### src/rtl/npc_pc_unit_pkg.sv
// Shared types and constants for the RV32I program-counter stage.
// Next-PC select encodings match the decoder's npc_op field.
package npc_pc_unit_pkg;

   typedef enum logic [1:0] {
      NPC_SEQ  = 2'b00,
      NPC_BR   = 2'b01,
      NPC_JAL  = 2'b10,
      NPC_JALR = 2'b11
   } npc_op_e;

   typedef enum logic {
      ST_RUN  = 1'b0,
      ST_HALT = 1'b1
   } state_e;

   localparam logic [31:0] RESET_VEC_DEFAULT = 32'h0000_0000;
   localparam logic [31:0] JALR_MASK         = 32'hFFFF_FFFE;

endpackage

### src/rtl/npc_pc_unit_npc_calc.sv
// Combinational next-PC selection: target, redirect flag and misalignment flag.
// Has no state; all adds are 32-bit modulo.
module npc_pc_unit_npc_calc
   import npc_pc_unit_pkg::*;
(
   input  logic [1:0]  npc_op,
   input  logic [31:0] pc,
   input  logic [31:0] imm,
   input  logic [31:0] alu_result,
   input  logic        alu_bool,
   output logic [31:0] npc,
   output logic        taken,
   output logic        mis
);

   logic [31:0] pc_seq;
   logic [31:0] pc_rel;

   assign pc_seq = pc + 32'd4;
   assign pc_rel = pc + imm;

   // NOTE: every output gets a default first so no path through the case infers a latch.
   always_comb begin
      npc   = pc_seq;
      taken = 1'b0;
      case (npc_op_e'(npc_op))
         NPC_SEQ: begin
            npc   = pc_seq;
            taken = 1'b0;
         end
         NPC_BR: begin
            npc   = alu_bool ? pc_rel : pc_seq;
            taken = alu_bool;
         end
         NPC_JAL: begin
            npc   = pc_rel;
            taken = 1'b1;
         end
         NPC_JALR: begin
            npc   = alu_result & JALR_MASK;
            taken = 1'b1;
         end
         default: begin
            npc   = pc_seq;
            taken = 1'b0;
         end
      endcase
   end

   // Only redirects can misalign; sequential flow keeps pc word-aligned.
   assign mis = taken & npc[1];

endmodule

### src/rtl/npc_pc_unit.sv
// Program-counter register stage: holds pc, the trap/halt state and the retired-instruction count.
// Next-PC selection is delegated to npc_pc_unit_npc_calc.
module npc_pc_unit
   import npc_pc_unit_pkg::*;
#(
   parameter logic [31:0] RESET_VEC = RESET_VEC_DEFAULT,
   parameter int          CNT_W     = 64
) (
   input  logic             clk,
   input  logic             rst,
   input  logic [1:0]       npc_op,
   input  logic [31:0]      imm,
   input  logic [31:0]      alu_result,
   input  logic             alu_bool,
   input  logic             stall,
   output logic [31:0]      pc,
   output logic [31:0]      pc4,
   output logic [31:0]      npc,
   output logic             taken,
   output logic             trap,
   output logic [31:0]      trap_pc,
   output logic [CNT_W-1:0] instret
);

   state_e state_q;
   state_e state_nxt;
   logic   mis;
   logic   advance;
   logic   take_trap;

   npc_pc_unit_npc_calc u_npc_calc (
      .npc_op     (npc_op),
      .pc         (pc),
      .imm        (imm),
      .alu_result (alu_result),
      .alu_bool   (alu_bool),
      .npc        (npc),
      .taken      (taken),
      .mis        (mis)
   );

   assign pc4 = pc + 32'd4;

   // NOTE: sequential state uses non-blocking assignments so every register samples pre-edge values.
   always_ff @(posedge clk) begin
      if (rst) state_q <= ST_RUN;
      else     state_q <= state_nxt;
   end

   always_comb begin
      state_nxt = state_q;
      case (state_q)
         ST_RUN:  if (!stall && mis) state_nxt = ST_HALT;
         ST_HALT: state_nxt = ST_HALT;
         default: state_nxt = ST_RUN;
      endcase
   end

   // A stalled instruction neither retires nor traps, even if its target is misaligned.
   always_comb begin
      advance   = (state_q == ST_RUN) && !stall && !mis;
      take_trap = (state_q == ST_RUN) && !stall &&  mis;
   end

   always_ff @(posedge clk) begin
      if (rst) begin
         pc      <= RESET_VEC;
         trap    <= 1'b0;
         trap_pc <= 32'h0000_0000;
         instret <= '0;
      end else begin
         if (advance) begin
            pc      <= npc;
            instret <= instret + CNT_W'(1);
         end
         if (take_trap) begin
            trap    <= 1'b1;
            trap_pc <= pc;
         end
      end
   end

endmodule

### config.mk
export PLATFORM = sky130hd
export DESIGN_NAME = npc_pc_unit
export DESIGN_NICKNAME = d
export VERILOG_FILES = /design/src/rtl/npc_pc_unit_pkg.sv /design/src/rtl/npc_pc_unit_npc_calc.sv /design/src/rtl/npc_pc_unit.sv
export SDC_FILE = /design/constraint.sdc
export NUM_CORES = 1
export LEC_CHECK = 0
export CAP_MARGIN = 20
export CORE_AREA = 8 8 149 151
export CTS_BUF_LIST = sky130_fd_sc_hd__clkbuf_8
export CTS_CLUSTER_DIAMETER = 100
export DETAILED_ROUTE_END_ITERATION = 6
export DIE_AREA = 0 0 157 159
export PLACE_DENSITY = 0.79
export SYNTH_ARGS = -nofsm -noshare
export SYNTH_HDL_FRONTEND = slang
export SYNTH_HIERARCHICAL = 1
export SYNTH_SLANG_ARGS = --single-unit
export TNS_END_PERCENT = 1
### constraint.sdc
create_clock -name clk -period 3.3 [get_ports clk]
set_clock_uncertainty 0.2 [all_clocks]
set_input_delay 0.66 -clock clk [delete_from_list [all_inputs] [get_ports clk]]
set_output_delay 0.66 -clock clk [all_outputs]
set_load 0.05 [all_outputs]
==> results.json <==
{
  "drt_first_iter_violations": 769,
  "critical_path_arrival_ns": 2.99,
  "hold_path.startpoint": "trap_pc[20]$_SDFFE_PP0P_",
  "synth_edf_count": 0,
  "share_clk_of_total_power_pct": 26.7,
  "min_to": "trap_pc[20]$_SDFFE_PP0P_",
  "fin_nets": 1699,
  "post-route-drc-count": 0,
  "tritoncts": "done",
  "clockRootBuffer": "sky130_fd_sc_hd__clkbuf_8",
  "htree_num_levels": 4,
  "drv.max_cap_violation_count": 0,
  "cell_by_cell_trace_of_the_critical_path": "ha_4, fa_2, a211oi_4, o21a_2, nor3_2, or3b_4, o22ai_4, xor2_2, o21ai_4, buf_12",
  "wire_length_of_the_first_global_routing_pass_mm": 58.9,
  "area_growth_syn_to_layout_pct": 69.8,
  "violations": "setup timing",
  "final_common_cell": "sky130_fd_sc_hd__nand2_1",
  "maxSlewViolCount": 0,
  "hp-class": "flip-flop to flip-flop",
  "final.period_utilization_pct": 117,
  "seqPwrFrac_pct": 31.0,
  "critical_path.startpoint_type": "flip-flop",
  "path_buf_inv": 1,
  "synth.cell_area_um2": 8730,
  "final_cell_count_no_fill": 1877,
  "die_x_um": 157,
  "post_dp_cell_area_um2": 13700,
  "io_buffers": 262,
  "cts.hold.buffers_added": 0,
  "synthArstFlopShare_pct": 0,
  "initial_core_utilization_pct": 44.0,
  "power_leakage_uw": 0.00553,
  "outcome": "finished with violations",
  "wl_per_cell_um": 20.0,
  "cts_inserted_buffers": 17,
  "synth-seq-cells": 130,
  "gr-usage-all-layers_pct": 29.4,
  "top_level_ports": 264,
  "period_minus_ws_final_ns": 3.85,
  "max-vdd-ir-drop_mv": 0.281,
  "post_drt_via_cell_ratio": 5.79,
  "final.setup.tns_ns": -11.45,
  "ys.flop_type": "sky130_fd_sc_hd__dfxtp_1",
  "mappedNetlistNets": 1281,
  "place_congestion": 0.936,
  "largest_delay_share_family_worst_path": "compound AO/OA/AOI/OAI gates",
  "routed_wirelength_mm": 37.5,
  "die_span_y_um": 159,
  "final_area_um2": 14800,
  "cell_internal_pwr_uw": 3240,
  "die_area_um2": 25000,
  "synth.lib_cells_used.distinct": 72,
  "worst_setup_path_end_kind": "output pin",
  "grt_setup_unrepaired": "true",
  "design.core.area_um2": 19800,
  "count_of_placed_standard_cells_including_taps": 1835,
  "layout_cells_sized_above_1_pct": 27.6,
  "hold-worst-slack_ns": 0.257,
  "total_switching_power_uw": 2120,
  "required_ns": 2.44,
  "p_per_area_nw_per_um2": 361,
  "clock_latency_ns": 0.46,
  "crit_fanout": 3,
  "p_sw_share_pct": 39.5,
  "number_of_global_route_vias_before_repair": 11100,
  "timing.setup.critical_path_class": "flip-flop to output pin",
  "cts.sinks": 130,
  "n_antenna_cell": 0,
  "syn_area_per_cell_um2": 7.42,
  "achievable-frequency_mhz": 260,
  "drt.antenna.violating_nets": 0,
  "power.combinational.fraction_pct": 42.3,
  "timing.hold.worst_path_depth": 2,
  "worst_slew_pin_slew_ns": 0.580,
  "synth_cells": 1176,
  "crit_path_max_incr_delay_ns": 0.44,
  "regToRegEndpoint": "instret[58]$_SDFFE_PP0P_",
  "rr_startpoint": "pc[0]$_SDFFE_PP0P_",
  "setup.reg_to_reg.worst_slack_ns": 0.14,
  "synth-warning-count": 6,
  "worst_path_max_delay_cell": "sky130_fd_sc_hd__or3b_4",
  "clk_pin_slew_ns": 0.09,
  "layout.cells.most_common_list": "sky130_fd_sc_hd__nand2_1 (214), sky130_fd_sc_hd__buf_4 (188), sky130_fd_sc_hd__clkdlybuf4s50_1 (182)",
  "rows": 52,
  "grt_remaining_overflow": 0,
  "num_vias": 10900,
  "worst-path-stages": 10,
  "antenna_violations_before_repair": 0,
  "report.final.setup_viol": 40,
  "reg2reg_depth": 9,
  "synth_sequential_area_ratio_pct": 29.8,
  "first_pass_iters": 5,
  "max_slew_margin_pct": 61.0,
  "pin_count_of_the_biggest_net_entering_global_routing": 72,
  "ctsLongestPathBuffers": 2,
  "post_route_worst_setup_slack_ns": -0.552,
  "hpwlAfterDp_mm": 27.7,
  "total_count_of_hold_check_failures_in_the_final_report": 0,
  "utilization_of_the_core_after_routing_pct": 74.7
}
[worst register-to-register path: stages, from the launching register on]
cell and delay, ns:
sky130_fd_sc_hd__dfxtp_2 0.34, sky130_fd_sc_hd__ha_4 0.16, sky130_fd_sc_hd__fa_2 0.44, sky130_fd_sc_hd__a22o_1 0.26, sky130_fd_sc_hd__or3_4 0.39, sky130_fd_sc_hd__nor4_4 0.26
sky130_fd_sc_hd__nand4b_1 0.15, sky130_fd_sc_hd__buf_4 0.20, sky130_fd_sc_hd__or4_1 0.49, sky130_fd_sc_hd__a21oi_1 0.18
[through the flow]
step           total power (µW)  setup slack, ns
3_5_place_dp               3770           -0.946
6_report                   5360           -0.552
2_1_floorplan              2750           -0.311
3_3_place_gp               3750           -0.937
5_1_grt                    5550           -0.627
4_1_cts                    5300           -0.520
[power groups by stage]
stage	clock (µW)	sequential [µW]	combinational [µW]
finish	1430	1660	2270
CTS	1440	1660	2200
global placement	0	1680	2060
global route	1520	1660	2370
floorplan	0	1850	900
detailed placement	0	1690	2080
[area by class of cell]
class / count / area (µm²)
multi-input combinational: 968 / 6660
timing repair buffer: 459 / 4720
tap: 270 / 338
fill: 1406 / 5020
inverter: 18 / 67.6
sequential: 130 / 2640
clock inverter: 15 / 168
clock buffer: 17 / 234
[per-layer routing]
metal  up-vias  global-route usage, %  wire, µm  part of all wire (%)
li1       5078                      -         -                     -
met5         -                      0         0                     0
met1      5070                   32.2     14000                    37
met4         0                   18.4      2230                   5.9
met3       143                   8.06      3400                   9.1
met2       576                   49.3     17800                    48
[logic make-up after synthesis]
family / synth area share [%]
and+or+nand+nor: 30.6
AOI/OAI and AO/OA: 19.3
DFF: 29.8
xor gates and xnor gates: 11.1
buffers and inverters: 3.84
adders and majority gates: 5.10
muxes: 0.229
[how the worst max path moves through the flow]
stage	slack, ns	endpoint	from
2_1_floorplan	-0.31	npc[30]	imm[0]
3_3_place_gp	-0.94	npc[30]	imm[0]
3_5_place_dp	-0.95	npc[27]	imm[1]
4_1_cts	-0.52	npc[30]	pc[0]$_SDFFE_PP0P_
5_1_grt	-0.63	npc[30]	pc[0]$_SDFFE_PP0P_
6_report	-0.55	npc[30]	pc[0]$_SDFFE_PP0P_
[cell usage after synthesis (7+ instances only)]
| library cell | instances | area share [%] |
|---|---|---|
| sky130_fd_sc_hd__clkbuf_1 | 44 | 1.9 |
| sky130_fd_sc_hd__nor4_1 | 12 | 0.86 |
| sky130_fd_sc_hd__o21ai_0 | 52 | 3.0 |
| sky130_fd_sc_hd__or3_1 | 25 | 1.8 |
| sky130_fd_sc_hd__nor3_1 | 27 | 1.5 |
| sky130_fd_sc_hd__nand4_1 | 51 | 3.7 |
| sky130_fd_sc_hd__xnor2_1 | 62 | 6.2 |
| sky130_fd_sc_hd__nand3_1 | 51 | 2.9 |
| sky130_fd_sc_hd__o31ai_1 | 10 | 0.86 |
| sky130_fd_sc_hd__inv_1 | 18 | 0.77 |
| sky130_fd_sc_hd__and2_1 | 7 | 0.50 |
| sky130_fd_sc_hd__a22oi_1 | 18 | 1.5 |
| sky130_fd_sc_hd__xor2_1 | 49 | 4.9 |
| sky130_fd_sc_hd__nand2_1 | 216 | 9.3 |
| sky130_fd_sc_hd__and3_1 | 10 | 0.72 |
| sky130_fd_sc_hd__nor2_1 | 84 | 3.6 |
| sky130_fd_sc_hd__ha_1 | 34 | 4.9 |
| sky130_fd_sc_hd__dfxtp_1 | 130 | 30 |
| sky130_fd_sc_hd__and4_1 | 9 | 0.90 |
| sky130_fd_sc_hd__or4_1 | 11 | 0.95 |
| sky130_fd_sc_hd__o21ai_1 | 9 | 0.52 |
| sky130_fd_sc_hd__a21oi_1 | 139 | 8.0 |
[what timing repair did]
action,in CTS,in global routing
setup endpoints to repair,72,46
setup buffers,8,2
gates resized for setup,121,28
pin swaps,52,26
[registers in the layout (all words and copies together), names as in the netlist]
signal   count
instret     64
pc          32
state_q      1
trap         1
trap_pc     32
Note: power is estimated with default switching activity, not from simulation.
